--- src/rtl/multicycle_controller.sv ---
// Multi-cycle RV32 control FSM: FETCH/DECODE/EXEC/MEM/WB sequencing
// over a shared ALU and memory port, with a bounded memory-wait trap.
//
// Ports:
//   clk, rst (sync, active-low)
//   op[6:0]       opcode from the instruction register
//   mem_ready     memory completes the current access this cycle
//   branch_cond   datapath branch outcome
//   pc_write, ir_write, reg_write, mem_req, mem_we, adr_src
//   alu_src_a[1:0], alu_src_b[1:0], alu_op[1:0]
//   imm_src[1:0], result_src[1:0]
//   instr_done    one-cycle retire pulse
//   illegal       high while trapped
module multicycle_controller #(
  parameter int TIMEOUT_CYCLES = 16
) (
  input  logic       clk,
  input  logic       rst,
  input  logic [6:0] op,
  input  logic       mem_ready,
  input  logic       branch_cond,
  output logic       pc_write,
  output logic       ir_write,
  output logic       reg_write,
  output logic       mem_req,
  output logic       mem_we,
  output logic       adr_src,
  output logic [1:0] alu_src_a,
  output logic [1:0] alu_src_b,
  output logic [1:0] alu_op,
  output logic [1:0] imm_src,
  output logic [1:0] result_src,
  output logic       instr_done,
  output logic       illegal
);

  localparam int CW = $clog2(TIMEOUT_CYCLES);
  localparam logic [CW-1:0] CNT_MAX =
    CW'(TIMEOUT_CYCLES - 1);

  localparam logic [6:0] OP_R  = 7'b0110011;
  localparam logic [6:0] OP_I  = 7'b0010011;
  localparam logic [6:0] OP_LW = 7'b0000011;
  localparam logic [6:0] OP_SW = 7'b0100011;
  localparam logic [6:0] OP_B  = 7'b1100011;

  typedef enum logic [3:0] {
    S_FETCH   = 4'd0,
    S_DECODE  = 4'd1,
    S_MEM_ADR = 4'd2,
    S_MEM_RD  = 4'd3,
    S_MEM_WB  = 4'd4,
    S_MEM_WR  = 4'd5,
    S_EXEC_R  = 4'd6,
    S_EXEC_I  = 4'd7,
    S_ALU_WB  = 4'd8,
    S_BRANCH  = 4'd9,
    S_TRAP    = 4'd10
  } state_t;

  state_t        state_q, state_d;
  logic [CW-1:0] cnt_q, cnt_d;

  logic is_r, is_i, is_lw, is_sw, is_b;
  logic waiting;

  assign is_r  = (op == OP_R);
  assign is_i  = (op == OP_I);
  assign is_lw = (op == OP_LW);
  assign is_sw = (op == OP_SW);
  assign is_b  = (op == OP_B);

  always_ff @(posedge clk) begin
    if (!rst) begin
      state_q <= S_FETCH;
      cnt_q   <= '0;
    end else begin
      state_q <= state_d;
      cnt_q   <= cnt_d;
    end
  end

  // Next state
  always_comb begin
    state_d = state_q;
    waiting = 1'b0;
    unique case (state_q)
      S_FETCH: begin
        waiting = 1'b1;
        if (mem_ready)
          state_d = S_DECODE;
      end
      S_DECODE: begin
        unique case (1'b1)
          is_lw, is_sw: state_d = S_MEM_ADR;
          is_r:         state_d = S_EXEC_R;
          is_i:         state_d = S_EXEC_I;
          is_b:         state_d = S_BRANCH;
          default:      state_d = S_TRAP;
        endcase
      end
      S_MEM_ADR: begin
        unique case (1'b1)
          is_lw:   state_d = S_MEM_RD;
          is_sw:   state_d = S_MEM_WR;
          default: state_d = S_TRAP;
        endcase
      end
      S_MEM_RD: begin
        waiting = 1'b1;
        if (mem_ready)
          state_d = S_MEM_WB;
      end
      S_MEM_WR: begin
        waiting = 1'b1;
        if (mem_ready)
          state_d = S_FETCH;
      end
      S_MEM_WB: state_d = S_FETCH;
      S_EXEC_R: state_d = S_ALU_WB;
      S_EXEC_I: state_d = S_ALU_WB;
      S_ALU_WB: state_d = S_FETCH;
      S_BRANCH: state_d = S_FETCH;
      S_TRAP:   state_d = S_TRAP;
      default:  state_d = S_TRAP;
    endcase

    // Completion has priority over the timeout.
    if (waiting && !mem_ready &&
        cnt_q == CNT_MAX)
      state_d = S_TRAP;
  end

  // Stall counter: clears on any state change
  always_comb begin
    cnt_d = cnt_q;
    if (state_d != state_q)
      cnt_d = '0;
    else if (waiting && !mem_ready)
      cnt_d = cnt_q + 1'b1;
  end

  // Outputs
  always_comb begin
    pc_write   = 1'b0;
    ir_write   = 1'b0;
    reg_write  = 1'b0;
    mem_req    = 1'b0;
    mem_we     = 1'b0;
    adr_src    = 1'b0;
    alu_src_a  = 2'b00;
    alu_src_b  = 2'b00;
    alu_op     = 2'b00;
    imm_src    = 2'b00;
    result_src = 2'b00;
    instr_done = 1'b0;
    illegal    = 1'b0;

    if (is_sw)
      imm_src = 2'b01;
    else if (is_b)
      imm_src = 2'b10;

    unique case (state_q)
      S_FETCH: begin
        mem_req    = 1'b1;
        alu_src_b  = 2'b10;
        result_src = 2'b10;
        ir_write   = mem_ready;
        pc_write   = mem_ready;
      end
      S_DECODE: begin
        alu_src_a = 2'b01;
        alu_src_b = 2'b01;
      end
      S_MEM_ADR: begin
        alu_src_a = 2'b10;
        alu_src_b = 2'b01;
      end
      S_MEM_RD: begin
        mem_req = 1'b1;
        adr_src = 1'b1;
      end
      S_MEM_WB: begin
        reg_write  = 1'b1;
        result_src = 2'b01;
        instr_done = 1'b1;
      end
      S_MEM_WR: begin
        mem_req    = 1'b1;
        mem_we     = 1'b1;
        adr_src    = 1'b1;
        instr_done = mem_ready;
      end
      S_EXEC_R: begin
        alu_src_a = 2'b10;
        alu_op    = 2'b10;
      end
      S_EXEC_I: begin
        alu_src_a = 2'b10;
        alu_src_b = 2'b01;
        alu_op    = 2'b10;
      end
      S_ALU_WB: begin
        reg_write  = 1'b1;
        instr_done = 1'b1;
      end
      S_BRANCH: begin
        alu_src_a  = 2'b10;
        alu_op     = 2'b01;
        pc_write   = branch_cond;
        instr_done = 1'b1;
      end
      S_TRAP:  illegal = 1'b1;
      default: illegal = 1'b1;
    endcase

    if (!rst) begin
      pc_write   = 1'b0;
      ir_write   = 1'b0;
      reg_write  = 1'b0;
      mem_req    = 1'b0;
      mem_we     = 1'b0;
      adr_src    = 1'b0;
      alu_src_a  = 2'b00;
      alu_src_b  = 2'b00;
      alu_op     = 2'b00;
      imm_src    = 2'b00;
      result_src = 2'b00;
      instr_done = 1'b0;
      illegal    = 1'b0;
    end
  end

endmodule

--- config.mk ---
export PLATFORM = sky130hd
export DESIGN_NAME = multicycle_controller
export DESIGN_NICKNAME = d
export VERILOG_FILES = /design/src/rtl/multicycle_controller.sv
export SDC_FILE = /design/constraint.sdc
export NUM_CORES = 1
export LEC_CHECK = 0
export ABC_AREA = 1
export CORE_MARGIN = 3
export CORE_UTILIZATION = 44
export CTS_CLUSTER_DIAMETER = 150
export DETAILED_ROUTE_END_ITERATION = 12
export PLACE_DENSITY = 0.78
export SLEW_MARGIN = 30
export SYNTH_ARGS = -nofsm -noshare
export SYNTH_HDL_FRONTEND = slang
export SYNTH_SLANG_ARGS = --single-unit
--- constraint.sdc ---
create_clock -name clk -period 2.11 [get_ports clk]
set_clock_uncertainty 0.2 [all_clocks]
set_input_delay 0.422 -clock clk [delete_from_list [all_inputs] [get_ports clk]]
set_output_delay 0.422 -clock clk [all_outputs]
set_load 0.01 [all_outputs]
==> run summary, run 1 <==
Status - finished, final reports clean
Slew Viols, Final - 0
Mapped Nets - 164
Slew headroom - 0.729
Syn Area/Cell - 5.54 µm²
CTS H-Tree Depth - 1
Global-route wire length before repair - 4.51 mm
Hold Crit Endpoint - cnt_q[3]
Die height - 49.7 µm
Yosys reg bits - 8
Post-synthesis simple-gate area fraction - 0.508
Vias in the first global route - 1,046
Chip Width - 49.7 µm
Antenna-violating nets left - 0
Fmax - 492 MHz
Hold buffers post-CTS - 0
DPL Wire Length - 2.23 mm
CP startpoint kind - flop
Part of the cycle the worst path needs - 0.963
Synthesis Warnings - 0
Max cap viols - 0
Post-Synth Adder-Cell Area - 0.0149
Worst-margin pin slew - 403 ps
Post-synthesis compound-gate area fraction - 0.104
Most frequent cell after synthesis - nand2_1
Place WS - -395 ps
Critical path class - reg -> out
Setup violations, final - 0
Final nets - 235
Yosys top cell by area - dfxtp_1
Via count - 1,287
Multiplexer share of the synthesized area - 0.0134
Router iterations before antenna repair - 4
Pwr Total - 747 µW
Share of cells above drive strength 1 - 0.471
Synth unique cells - 25
R2R Setup Slk - 90 ps
Number of cell rows - 15
CTS Buf Count - 3
Tot GR Track Use - 0.233
R2R depth - 14
Worst path arrival time - 1410 ps
CTS tree - done
Clock Tree Buf Depth - 2
Synth area leaders - dfxtp_1 (19%), nand2_1 (15%), nor2_1 (14%)
XOR/XNOR share of the synthesized area - 0.0312
Clk slew on worst S/H paths - 50 ps
Leakage power - 0.868 nW
Post-route cell area - 0.00153 mm²
Starting density of the core - 0.477
Initial antenna violation count - 0
Largest net degree at the start of global routing - 9
DR WL/cell - 13.7 µm
Min-delay src - cnt_q[3]
Root buffer cell - clkbuf_4
Instance count of the mapped netlist - 152
Cells along the critical path - inv_1 > nor2_4 > inv_1 > nor2_2 > inv_1 > a31oi_1 > buf_2
DP Area - 0.00143 mm²
Seq/Total Area, Yosys - 0.190
Post-synth EDFFs - 0
N_diodes - 0
Area Overhead vs Synth - 81.3%
Worst skew pair latency - 240 ps
Share of the synthesized area in the top cell type - 0.190
Setup crit end kind - primary output
Ys async rst share - 0
Max VDD drop - 0.000574 V
Hold path depth - 3
Tmin final - 2030 ps
Critical Path Slowest Stage Cell - dfxtp_4
Die area - 0.00247 mm²
Worst min-delay path category - reg -> reg
Port Buffers - 28
Final worst slack - 77.8 ps
Final Wtd Congestion - 0.871
Worst Path Required - 1490 ps
Critical Path Max Stage Delay - 380 ps
Worst R2R Start - state_q[2]
Hold Fails Final Rpt - 0
Most frequent cells after synthesis - nand2_1 (33), nor2_1 (32), inv_1 (25)
Gr ovfl total - 0
PwrDens - 489 mW/mm²
# DRC - 0
Worst R2R End - cnt_q[2]
Core Footprint - 0.00176 mm²
Largest family of logic cells by synthesized area - simple AND/OR/NAND/NOR gates
Crit path top cell by count - inv_1
Crit Path Max Fanout - 4
Iter 0 DRT Violations - 37
Clock sinks - 8
Hold_ws - 365 ps
Routed vias/inst - 5.23
Ys flop type - dfxtp_1
Routed WL - 3.37 mm
Number of primary I/O pins - 29
Synth Cell Area - 842 µm²
-- worst max-delay path by stage --
stage               startpoint       endpoint  slack, ps  depth (start not counted)
floorplan                  rst  result_src[1]        170                          5
global placement           rst   alu_src_a[0]       -370                          4
detailed placement       op[0]     imm_src[0]       -400                          8
CTS                      op[0]       cnt_q[2]          8                         15
global route        state_q[2]       cnt_q[0]        -30                          9
finish              state_q[2]   alu_src_a[1]         80                          7
-- per-layer routing --
| metal | share of wire | up-vias | global-route usage |
|---|---|---|---|
| met5 | 0 | - | 0 |
| met4 | 0.037 | 0 | 0.0691 |
| met3 | 0.083 | 14 | 0.0332 |
| met2 | 0.48 | 76 | 0.401 |
| met1 | 0.40 | 583 | 0.299 |
| li1 | - | 614 | - |
-- layout by cell type (no fill, tap or decap), types with 2 or more instances in the layout --
| cell | synthesis | routed |
|---|---|---|
| inv_2 | 1 | 4 |
| o21ai_1 | 1 | 3 |
| dfxtp_2 | 0 | 2 |
| clkbuf_2 | 0 | 3 |
| a21oi_2 | 0 | 2 |
| a21oi_1 | 6 | 4 |
| dfxtp_4 | 0 | 2 |
| dlymetal6s2s_1 | 0 | 7 |
| clkdlybuf4s15_2 | 0 | 2 |
| clkdlybuf4s50_1 | 0 | 2 |
| dfxtp_1 | 8 | 4 |
| xor2_1 | 3 | 3 |
| nand2_1 | 33 | 28 |
| o21ai_0 | 4 | 2 |
| nand3_1 | 15 | 10 |
| inv_1 | 25 | 22 |
| nand3_2 | 2 | 7 |
| dlygate4sd2_1 | 0 | 2 |
| buf_2 | 0 | 12 |
| nand2_2 | 2 | 5 |
| nor2_4 | 1 | 5 |
| a31oi_1 | 4 | 4 |
| nand2_4 | 1 | 3 |
| buf_4 | 1 | 41 |
| nor2_1 | 32 | 22 |
| clkbuf_4 | 0 | 3 |
| nor2_2 | 4 | 10 |
-- area by class of cell --
class / instances / area, µm²
clock buffers: 3 / 22.5
well taps: 25 / 31.3
repair buffers: 69 / 531
flip-flops and latches: 8 / 170
multi-input cells: 114 / 671
fillers: 111 / 238
inverters: 27 / 101
-- report_power, final --
group / internal (mW) / switching [mW]
Clock: 0.0646 / 0.0445
Sequential: 0.166 / 0.0211
Combinational: 0.212 / 0.239
Total: 0.442 / 0.305
-- critical path, delay by kind of cell, from the launching register on --
kind,cells,cell delay (ps)
flip-flops,1,380
buffers and inverters,4,430
AO/OA/AOI/OAI,1,130
AND/OR/NAND/NOR,2,240
-- cells by family after synthesis --
kind of cell / Yosys count
XOR/XNOR: 3
multiplexers: 1
buffers and inverters: 30
flip-flops: 8
AND/OR/NAND/NOR: 93
adder cells (fa/ha/maj): 1
AO/OA/AOI/OAI: 16
-- what timing repair did --
action	CTS	global route
buffers inserted	1	1
endpoints found under the setup margin	18	12
pin swaps	2	10
cloned	0	0
resized for setup	71	41
-- flip-flops by register name (all words and copies together), names as in the netlist --
register and flops:
cnt_q 4, state_q 4
-- stage by stage --
stage / setup TNS, ps / instances / util
final: 0 / 246 / 0.865
after global routing: -140 / 246 / 0.865
after CTS: 0 / 245 / 0.812
after detailed placement: -6690 / 241 / 0.811
after global placement: -6010 / 241 / 0.811
after floorplan: 0 / 152 / -
(Power assumes the default switching activity.)
==> inputs of run 2 (changes only) <==
--- a/config.mk
+++ b/config.mk
@@ -6,6 +6,7 @@
 export NUM_CORES = 1
 export LEC_CHECK = 0
 export ABC_AREA = 1
+export ABC_CLOCK_PERIOD_IN_PS = 2110
 export CORE_MARGIN = 3
 export CORE_UTILIZATION = 44
 export CTS_CLUSTER_DIAMETER = 150
==> results of run 2 <==
The final DEF is identical to that of run 1; final timing and power are the same.
==> inputs of run 3 (changes only) <==
--- a/config.mk
+++ b/config.mk
@@ -7,11 +7,11 @@
 export LEC_CHECK = 0
 export ABC_AREA = 1
 export ABC_CLOCK_PERIOD_IN_PS = 2110
-export CORE_MARGIN = 3
+export CORE_MARGIN = 1.5
 export CORE_UTILIZATION = 44
-export CTS_CLUSTER_DIAMETER = 150
+export CTS_CLUSTER_DIAMETER = 30
 export DETAILED_ROUTE_END_ITERATION = 12
-export PLACE_DENSITY = 0.78
+export PLACE_DENSITY = 0.75
 export SLEW_MARGIN = 30
 export SYNTH_ARGS = -nofsm -noshare
 export SYNTH_HDL_FRONTEND = slang
==> run summary, run 3 (synthesized netlist as in run 1, its figures left out) <==
Worst path top cell family by delay - buffers and inverters
Number of primary I/O pins - 29
Die height - 46.7 µm
Worst-margin pin slew - 385 ps
Starting density of the core - 0.477
Max VDD drop - 0.000520 V
Top Registers - cnt_q (4), state_q (4)
Leakage power - 0.868 nW
Status - finished, final reports clean
Most common cell after layout, fill and taps aside - buf_4
Max cap viols - 0
Router iterations before antenna repair - 4
Vias in the first global route - 1,033
Cells along the critical path - nor2_1 > nand2_2 > buf_4 > nor2_2 > dlygate4sd2_1
Chip Width - 46.7 µm
Part of the cycle the worst path needs - 0.992
Sum of negative setup slack - 0 ps
Setup violations, final - 0
Share of cells above drive strength 1 - 0.477
Routed WL - 3.38 mm
Worst path arrival time - 1470 ps
Iter 0 DRT Violations - 44
Core Footprint - 0.00176 mm²
# DRC - 0
Place WS - -407 ps
Final core utilization - 0.883
Critical path class - reg -> out
Area Overhead vs Synth - 85.0%
Hold_ws - 358 ps
Setup crit end kind - primary output
Clk slew on worst S/H paths - 50 ps
R2R Setup Slk - 150 ps
Largest net degree at the start of global routing - 9
Slew headroom - 0.741
Worst min-delay path category - reg -> reg
Buf/Inv on CP - 2
CTS Buf Count - 3
Most frequent cells in the layout - buf_4 (39), nand2_1 (28), inv_1 (21)
N_diodes - 0
Post-route cell area - 0.00156 mm²
Slew Viols, Final - 0
CP startpoint kind - flop
Hold Fails Final Rpt - 0
Antenna-violating nets left - 0
DP Area - 0.00141 mm²
Tot GR Track Use - 0.280
Clock sinks - 8
Critical Path Max Stage Delay - 350 ps
Root buffer cell - clkbuf_4
Critical Path Slowest Stage Cell - dfxtp_2
Routed vias/inst - 5.26
Crit Path Max Fanout - 6
DR WL/cell - 13.8 µm
Port Buffers - 28
Clock Tree Buf Depth - 2
Global-route wire length before repair - 4.33 mm
Final nets - 234
Final Wtd Congestion - 0.876
Final worst slack - 16.9 ps
Worst Path Required - 1490 ps
Worst skew pair latency - 240 ps
DPL Wire Length - 2.15 mm
Tmin final - 2090 ps
Via count - 1,288
Initial antenna violation count - 0
PwrDens - 488 mW/mm²
CTS tree - done
Die area - 0.00219 mm²
Gr ovfl total - 0
Fmax - 478 MHz
CTS H-Tree Depth - 1
RSZ-0062 raised after global routing - true
Number of cell rows - 15
[run 3: changes by cell type in the layout (fill, tap and decap cells not counted), moves of 2 or more]
cell           delta
buf_2             -7
nor2_2            +4
clkbuf_2          +3
dlygate4sd2_1     +5
nor2_1            -5
buf_4             -2
[run 3: path summary, 6_finish.rpt]
kind              startpoint            to  cells past startpoint
hold / removal      cnt_q[3]      cnt_q[3]                      3
setup / recovery  state_q[0]  alu_src_b[1]                      5
hold reg to reg     cnt_q[3]      cnt_q[3]                      3
setup reg to reg  state_q[2]      cnt_q[0]                     13
[run 3: tightest hold or removal path, stage by stage, from the launching register on]
cell and delay (ps):
dfxtp_1 330, xor2_1 80, inv_1 60, nor2_1 40
[run 3: final cells by class]
cell class,instances,area [µm²]
inverters,27,101
multi-input cells,114,693
repair buffers,68,539
well taps,25,31.3
flip-flops and latches,8,170
clock buffers,3,22.5
fillers,98,206
[run 3: stage by stage]
step                      power (mW)  std cells
after floorplan                0.377        152
after global placement         0.572        238
after detailed placement       0.583        238
after CTS                      0.692        243
after global routing           0.805        245
final                          0.760        245
[run 3: power by group]
group | internal (mW) | total [mW] | switching (mW)
logic | 0.221 | 0.466 | 0.244
clock network | 0.0644 | 0.107 | 0.0429
registers | 0.166 | 0.187 | 0.0213
total | 0.452 | 0.760 | 0.308
[run 3: layer usage]
layer | track usage | part of all wire
met2 | 0.472 | 0.51
met1 | 0.366 | 0.40
met3 | 0.0231 | 0.063
met5 | 0 | 0
met4 | 0.122 | 0.034
[run 3: timing repair]
| action | in CTS | in global routing |
|---|---|---|
| endpoints found under the setup margin | 18 | 18 |
| cloned | 0 | 0 |
| setup buffers | 2 | 3 |
| gates resized for setup | 45 | 60 |
| hold buffers | 0 | 0 |
| pin swaps | 2 | 15 |
